**config.mk**
```make
export PLATFORM = sky130hd
export DESIGN_NAME = rstmgr_seq
export DESIGN_NICKNAME = d
export VERILOG_FILES = /design/src/rtl/rstmgr_pkg.sv /design/src/rtl/rstmgr_sync.sv /design/src/rtl/rstmgr_seq.sv
export SDC_FILE = /design/constraint.sdc
export NUM_CORES = 1
export LEC_CHECK = 0
export CAP_MARGIN = 40
export CORE_UTILIZATION = 50
export CTS_CLUSTER_DIAMETER = 100
export DETAILED_ROUTE_END_ITERATION = 7
export PLACE_DENSITY = 0.72
export RECOVER_POWER = 100
export SLEW_MARGIN = 20
export SYNTH_ARGS = -nofsm -noshare
export SYNTH_HDL_FRONTEND = slang
export SYNTH_SLANG_ARGS = --single-unit
```
**constraint.sdc**
```tcl
create_clock -name clk_i -period 3.1 [get_ports clk_i]
set_input_delay 0.62 -clock clk_i [delete_from_list [all_inputs] [get_ports clk_i]]
set_output_delay 0.62 -clock clk_i [all_outputs]
set_load 0.01 [all_outputs]
```
**src/rtl/rstmgr_pkg.sv**
```systemverilog
`default_nettype none
// ============================================================================
// Module      : rstmgr_pkg
// Description : Shared types and constants for the sequenced reset manager:
//               FSM state enum and reset-cause bit positions.
// Revision    : 1.0 - initial release
// ============================================================================
package rstmgr_pkg;

  typedef enum logic [1:0] {
    IDLE    = 2'd0,
    HOLD    = 2'd1,
    RELEASE = 2'd2
  } state_e;

  localparam int CAUSE_W    = 4;
  localparam int CAUSE_POR  = 0;
  localparam int CAUSE_PROG = 1;
  localparam int CAUSE_NDM  = 2;
  localparam int CAUSE_SW   = 3;

endpackage
`default_nettype wire

```
**src/rtl/rstmgr_sync.sv**
```systemverilog
`default_nettype none
// ============================================================================
// Module      : rstmgr_sync
// Description : Parametrised-depth flop synchroniser for an asynchronous
//               level, with a selectable value loaded during reset.
// Revision    : 1.0 - initial release
// ============================================================================
module rstmgr_sync #(
  parameter int   STAGES    = 2,
  parameter logic RESET_VAL = 1'b0
) (
  input  logic i_clk,
  input  logic i_rst,
  input  logic i_d,
  output logic o_q
);

  logic [STAGES-1:0] r_sync;

  // Shift the asynchronous level through the flop chain.
  always_ff @(posedge i_clk or posedge i_rst) begin
    if (i_rst) begin
      r_sync <= {STAGES{RESET_VAL}};
    end else begin
      r_sync[0] <= i_d;
      for (int i = 1; i < STAGES; i++) begin
        r_sync[i] <= r_sync[i-1];
      end
    end
  end

  assign o_q = r_sync[STAGES-1];

endmodule
`default_nettype wire

```
**src/rtl/rstmgr_seq.sv**
```systemverilog
`default_nettype none
// ============================================================================
// Module      : rstmgr_seq
// Description : Sequenced reset manager. Collects POR, programmer, ndmreset
//               and software requests, stretches the affected domain resets
//               and releases them one by one in ascending order with a gap.
//               Records a sticky reset cause.
// Revision    : 1.0 - initial release
// ============================================================================
module rstmgr_seq
  import rstmgr_pkg::*;
#(
  parameter int NUM_DOMAINS = 4,
  parameter int HOLD_CYCLES = 16,
  parameter int GAP_CYCLES  = 4,
  parameter int SYNC_STAGES = 2
) (
  input  logic                   clk_i,
  input  logic                   rst_i,
  input  logic                   prog_rst_ni,
  input  logic                   ndmreset_i,
  input  logic [NUM_DOMAINS-1:0] ndm_mask_i,
  input  logic [NUM_DOMAINS-1:0] sw_rst_req_i,
  input  logic                   cause_clr_i,
  output logic [NUM_DOMAINS-1:0] rst_no,
  output logic                   busy_o,
  output logic [CAUSE_W-1:0]     cause_o
);

  localparam int c_max_cyc = (HOLD_CYCLES > GAP_CYCLES) ? HOLD_CYCLES : GAP_CYCLES;
  localparam int c_cnt_w   = $clog2(c_max_cyc + 1);
  localparam int c_idx_w   = (NUM_DOMAINS > 1) ? $clog2(NUM_DOMAINS) : 1;

  localparam logic [c_cnt_w-1:0] c_hold_last = c_cnt_w'(HOLD_CYCLES - 1);
  localparam logic [c_cnt_w-1:0] c_gap_last  = c_cnt_w'(GAP_CYCLES - 1);
  localparam logic [CAUSE_W-1:0] c_cause_por = CAUSE_W'(1 << CAUSE_POR);

  state_e               r_state;
  logic [NUM_DOMAINS-1:0] r_active;
  logic [NUM_DOMAINS-1:0] r_pending;
  logic [CAUSE_W-1:0]   r_pend_cause;
  logic [c_cnt_w-1:0]   r_cnt;
  logic [c_idx_w-1:0]   r_idx;
  logic [NUM_DOMAINS-1:0] r_rst_n;
  logic                 r_busy;
  logic [CAUSE_W-1:0]   r_cause;

  logic                 w_prog_s;
  logic                 w_ndm_s;
  logic [NUM_DOMAINS-1:0] w_req;
  logic [NUM_DOMAINS-1:0] w_start;
  logic [CAUSE_W-1:0]   w_req_cause;
  logic [CAUSE_W-1:0]   w_cause_set;
  logic [c_idx_w-1:0]   w_first_idx;
  logic [c_idx_w-1:0]   w_next_idx;
  logic                 w_first_more;
  logic                 w_next_more;

  // The programmer request is active-low at the pin; invert before syncing.
  rstmgr_sync #(
    .STAGES    (SYNC_STAGES),
    .RESET_VAL (1'b0)
  ) u_sync_prog (
    .i_clk (clk_i),
    .i_rst (rst_i),
    .i_d   (~prog_rst_ni),
    .o_q   (w_prog_s)
  );

  rstmgr_sync #(
    .STAGES    (SYNC_STAGES),
    .RESET_VAL (1'b0)
  ) u_sync_ndm (
    .i_clk (clk_i),
    .i_rst (rst_i),
    .i_d   (ndmreset_i),
    .o_q   (w_ndm_s)
  );

  // Per-cycle request vector and the cause types that actually hit a domain.
  always_comb begin
    w_req = sw_rst_req_i;
    if (w_prog_s) w_req = {NUM_DOMAINS{1'b1}};
    if (w_ndm_s)  w_req = w_req | ndm_mask_i;
    w_start = r_pending | w_req;
    w_req_cause             = '0;
    w_req_cause[CAUSE_PROG] = w_prog_s;
    w_req_cause[CAUSE_NDM]  = w_ndm_s & (|ndm_mask_i);
    w_req_cause[CAUSE_SW]   = |sw_rst_req_i;
  end

  // Locate the lowest active domain and the next active one above r_idx,
  // plus whether anything active remains above each of them.
  always_comb begin
    w_first_idx  = '0;
    w_next_idx   = '0;
    w_first_more = 1'b0;
    w_next_more  = 1'b0;
    for (int i = NUM_DOMAINS - 1; i >= 0; i--) begin
      if (r_active[i]) w_first_idx = c_idx_w'(i);
      if (r_active[i] && (i > int'(r_idx))) w_next_idx = c_idx_w'(i);
    end
    for (int i = 0; i < NUM_DOMAINS; i++) begin
      if (r_active[i] && (i > int'(w_first_idx))) w_first_more = 1'b1;
      if (r_active[i] && (i > int'(w_next_idx)))  w_next_more  = 1'b1;
    end
  end

  // Cause bits raised this cycle: on acceptance from IDLE or merge in HOLD.
  always_comb begin
    w_cause_set = '0;
    case (r_state)
      IDLE:    if (w_start != '0) w_cause_set = r_pend_cause | w_req_cause;
      HOLD:    w_cause_set = w_req_cause;
      default: w_cause_set = '0;
    endcase
  end

  // Sequencer: stretch active domains in HOLD, then release them one by one.
  always_ff @(posedge clk_i or posedge rst_i) begin
    if (rst_i) begin
      r_state      <= HOLD;
      r_active     <= {NUM_DOMAINS{1'b1}};
      r_pending    <= '0;
      r_pend_cause <= '0;
      r_cnt        <= '0;
      r_idx        <= '0;
      r_rst_n      <= '0;
      r_busy       <= 1'b1;
    end else begin
      case (r_state)
        IDLE: begin
          if (w_start != '0) begin
            r_state      <= HOLD;
            r_active     <= w_start;
            r_rst_n      <= r_rst_n & ~w_start;
            r_cnt        <= '0;
            r_pending    <= '0;
            r_pend_cause <= '0;
            r_busy       <= 1'b1;
          end
        end
        HOLD: begin
          r_pending    <= '0;
          r_pend_cause <= '0;
          if (w_req != '0) begin
            // A new or still-active request restarts the stretch.
            r_active <= r_active | w_req;
            r_rst_n  <= r_rst_n & ~w_req;
            r_cnt    <= '0;
          end else if (r_cnt == c_hold_last) begin
            r_rst_n[w_first_idx] <= 1'b1;
            r_idx                <= w_first_idx;
            r_cnt                <= '0;
            if (w_first_more) begin
              r_state <= RELEASE;
            end else begin
              r_state <= IDLE;
              r_busy  <= 1'b0;
            end
          end else begin
            r_cnt <= r_cnt + c_cnt_w'(1);
          end
        end
        RELEASE: begin
          // Late requests are parked and start a fresh sequence from IDLE.
          r_pending    <= r_pending | w_req;
          r_pend_cause <= r_pend_cause | w_req_cause;
          if (r_cnt == c_gap_last) begin
            r_rst_n[w_next_idx] <= 1'b1;
            r_idx               <= w_next_idx;
            r_cnt               <= '0;
            if (!w_next_more) begin
              r_state <= IDLE;
              r_busy  <= 1'b0;
            end
          end else begin
            r_cnt <= r_cnt + c_cnt_w'(1);
          end
        end
        default: begin
          r_state <= IDLE;
          r_busy  <= 1'b0;
        end
      endcase
    end
  end

  // Sticky cause flags; a set in the same cycle as a clear takes priority.
  always_ff @(posedge clk_i or posedge rst_i) begin
    if (rst_i) begin
      r_cause <= c_cause_por;
    end else begin
      r_cause <= (cause_clr_i ? '0 : r_cause) | w_cause_set;
    end
  end

  assign rst_no  = r_rst_n;
  assign busy_o  = r_busy;
  assign cause_o = r_cause;

endmodule
`default_nettype wire

```
==> summary.md <==
| Metric | Value |
|---|---|
| Status | `complete, but fails checks` |
| Violated checks | `capacitance limit, slew limit` |
| N_diodes | `0` |
| Worst path cell trace | `dlygate4sd3_1 > o41ai_2 > nand4_1 > o21ai_0 > buf_4 > nand3_1 > o21ai_0` |
| Crit path kind | `in -> reg` |
| I/O Buffers | `21` |
| Most frequent CP cell | `o21ai_0` |
| Core outline area | `3720 um^2` |
| Sw power | `0.820 mW` |
| Hold Path Stages | `0` |
| Remaining global-route overflow | `0` |
| First-pass GRT wire length | `7.75 mm` |
| R2R Setup Slk | `0.86 ns` |
| Clk sinks | `33` |
| Number of synthesized flops with an enable pin | `0` |
| Initial Utilization | `0.533` |
| Mapped Area | `1980 um^2` |
| Initial DRC count | `174` |
| Critical R2R Capture | `r_cnt[0]` |
| Syn_nets | `234` |
| Crit-path max FO | `8` |
| Critical path endpoint category | `register` |
| Maximum clock path buffer count | `2` |
| Post-DP HPWL | `3.25 mm` |
| Post-synth top flop | `dfrtp_1` |
| Final instance area | `2330 um^2` |
| Critical path startpoint category | `primary input` |
| Setup violators final | `0` |
| Pint | `1.27 mW` |
| Num rows | `22` |
| Yosys reg bits | `33` |
| Logic pwr share | `0.428` |
| Setup bufs post-CTS | `0` |
| Worst ir drop on vdd | `0.477 mV` |
| Synth top area cells | `dfrtp_1, dfstp_2, a21oi_1` |
| Max Cap Violations | `1` |
| Root Buffer | `clkbuf_8` |
| Post-Synthesis Cells | `214` |
| Vias in the first global route | `1,659` |
| Syn avg cell area | `9.25 um^2` |
| Min cycle time layout | `2.65 ns` |
| Critical Path RT | `3.30 ns` |
| Largest net degree at the start of global routing | `34` |
| Layout overhead on the synthesized area | `17.8%` |
| Clock Skew | `0.00590 ns` |
| Total GRT Usage | `0.244` |
| H-tree depth | `2` |
| Synth top area share | `0.329` |
| Hold-critical path endpoint | `u_sync_ndm.r_sync[1]` |
| Antenna violations before repair | `0` |
| Pins Over Slew Limit | `34` |
| Post-Layout Cell Count | `284` |
| Setup TNS | `0 ns` |
| Commonest non-fill, non-tap cells in the layout | `dfrtp_1, nor2_1, a21oi_1, inv_1, dlygate4sd3_1` |
| R2R Path Start | `r_state[0]` |
| HP Class | `reg -> reg` |
| GP Congestion | `0.833` |
| PwrDens | `897 nW/um^2` |
| Die Wd | `64.9 um` |
| Fmax | `0.377 GHz` |
| DR pass1 iterations | `4` |
| Chip Height | `64.9 um` |
| Sequential power share | `0.341` |
| Final net count | `255` |
| ANT nets after route | `0` |
| Vias per cell | `5.98` |
| Area post-placement | `2210 um^2` |
| Register-to-Register Path Depth | `6` |
| Slowest stage cell on the critical path | `dlygate4sd3_1` |
| Cell taking the most area after synthesis | `dfrtp_1` |
| Fin util | `0.627` |
| Min Hold Slack | `0.349 ns` |
| Final hold vios | `0` |
| Layout cells sized above 1 | `0.106` |
| Overall routed net length | `4.61 mm` |
| Ports | `22` |
| Die Area | `4210 um^2` |
| Fill cells | `324` |
| Unrepaired setup endpoints after global routing | `no` |
| Hold wc startpoint | `u_sync_ndm.r_sync[0]` |
| DRC Markers | `0` |
| Cells after DPL | `276` |
| Worst Tran Pin Value | `1.75 ns` |
| Register area share after synthesis | `0.422` |
| Clk pwr share | `0.232` |
| Leakage power | `0.994 nW` |
| Vias | `1,698` |
| Insertion delay to the later sink of the worst-skew pair | `0.29 ns` |
| Worst EP arrival | `2.86 ns` |
| CTS Hold Buffers Added | `0` |
| CTS clk-pin slew, worst paths | `0.07 ns` |
| Slew headroom | `-0.169` |
| Sw frac | `0.392` |
| Synth warn | `0` |
| Routed len/inst | `16.2 um` |
| Total CTS buffers | `5` |
| Commonest non-fill, non-tap cell in the layout | `dfrtp_1` |
| Post-synthesis cell type count | `47` |
| Cts repair resizes | `0` |
| Max incr delay on CP | `0.60 ns` |
| Period utilization | `0.856` |
| CTS tree | `built` |
| FFs w/ async S/R, synth | `1.00` |
[cells in the mapped netlist (all sizes together), types with 3 or more instances]
cell type	n
dfrtp	26
nor2	21
a21oi	18
inv	18
nand2	13
a2111oi	8
o22ai	8
a211oi	7
dfstp	7
ha	7
nor2b	7
o21ai	7
a31oi	6
clkbuf	6
nand3	5
nor3	5
buf	4
mux2	4
nand2b	4
a2bb2oi	3
nand4	3
nor4	3
[cells by family after synthesis]
| family | share of synthesized area |
|---|---|
| compound gates | 0.249 |
| xor+xnor | 0.00443 |
| fa+ha+maj | 0.0493 |
| buf+inv | 0.0645 |
| flops | 0.422 |
| mux | 0.0246 |
| simple gates | 0.186 |
[metrics by stage]
step | setup slack [ns] | power (mW)
after CTS | 0.564 | 2.12
final | 0.447 | 2.09
after detailed placement | 0.268 | 1.62
after global routing | 0.212 | 2.23
after floorplan | 0.964 | 1.34
after global placement | 0.333 | 1.61
[cell type report]
class	instances	area, um^2	share of cell area
Multi-Input combinational cell	153	1010	0.432
Sequential cell	33	835	0.358
Timing Repair Buffer	24	229	0.0982
Clock buffer	5	68.8	0.0295
Inverter	18	67.6	0.0290
Clock inverter	3	65.1	0.0279
Tap cell	48	60.1	0.0258
[flip-flops by register name (all words and copies together) (netlist names), 3 cells and up]
register      cells
r_pend_cause      3
cause_o           4
r_cnt             5
r_pending         4
r_active          4
rst_no            4
[power groups by stage]
stage	clock [mW]	sequential, mW	combinational [mW]
after floorplan	0	0.665	0.679
after global placement	0	0.717	0.889
after detailed placement	0	0.719	0.905
after CTS	0.490	0.711	0.920
after global routing	0.506	0.731	0.990
final	0.485	0.712	0.894
[worst max-delay path, delay by kind of cell]
family | cells | cell delay, ns
buffers and inverters | 2 | 0.81
AOI/OAI and AO/OA | 3 | 1.05
and+or+nand+nor | 2 | 0.37
[per-layer routing]
metal  GRT usage  part of all wire  routed length, um
met3      0.0493             0.044                205
met2       0.391              0.48               2210
met5           0                 0                  0
met4      0.0722             0.015                 68
met1       0.330              0.46               2130
[how the worst max path moves through the flow]
stage	from	to
after floorplan	ndm_mask_i[3]	r_idx[0]
after global placement	ndm_mask_i[3]	busy_o
after detailed placement	ndm_mask_i[3]	busy_o
after CTS	ndm_mask_i[3]	busy_o
after global routing	ndm_mask_i[2]	r_cnt[0]
final	ndm_mask_i[2]	r_cnt[0]
Power figures use the tool's default switching activity.
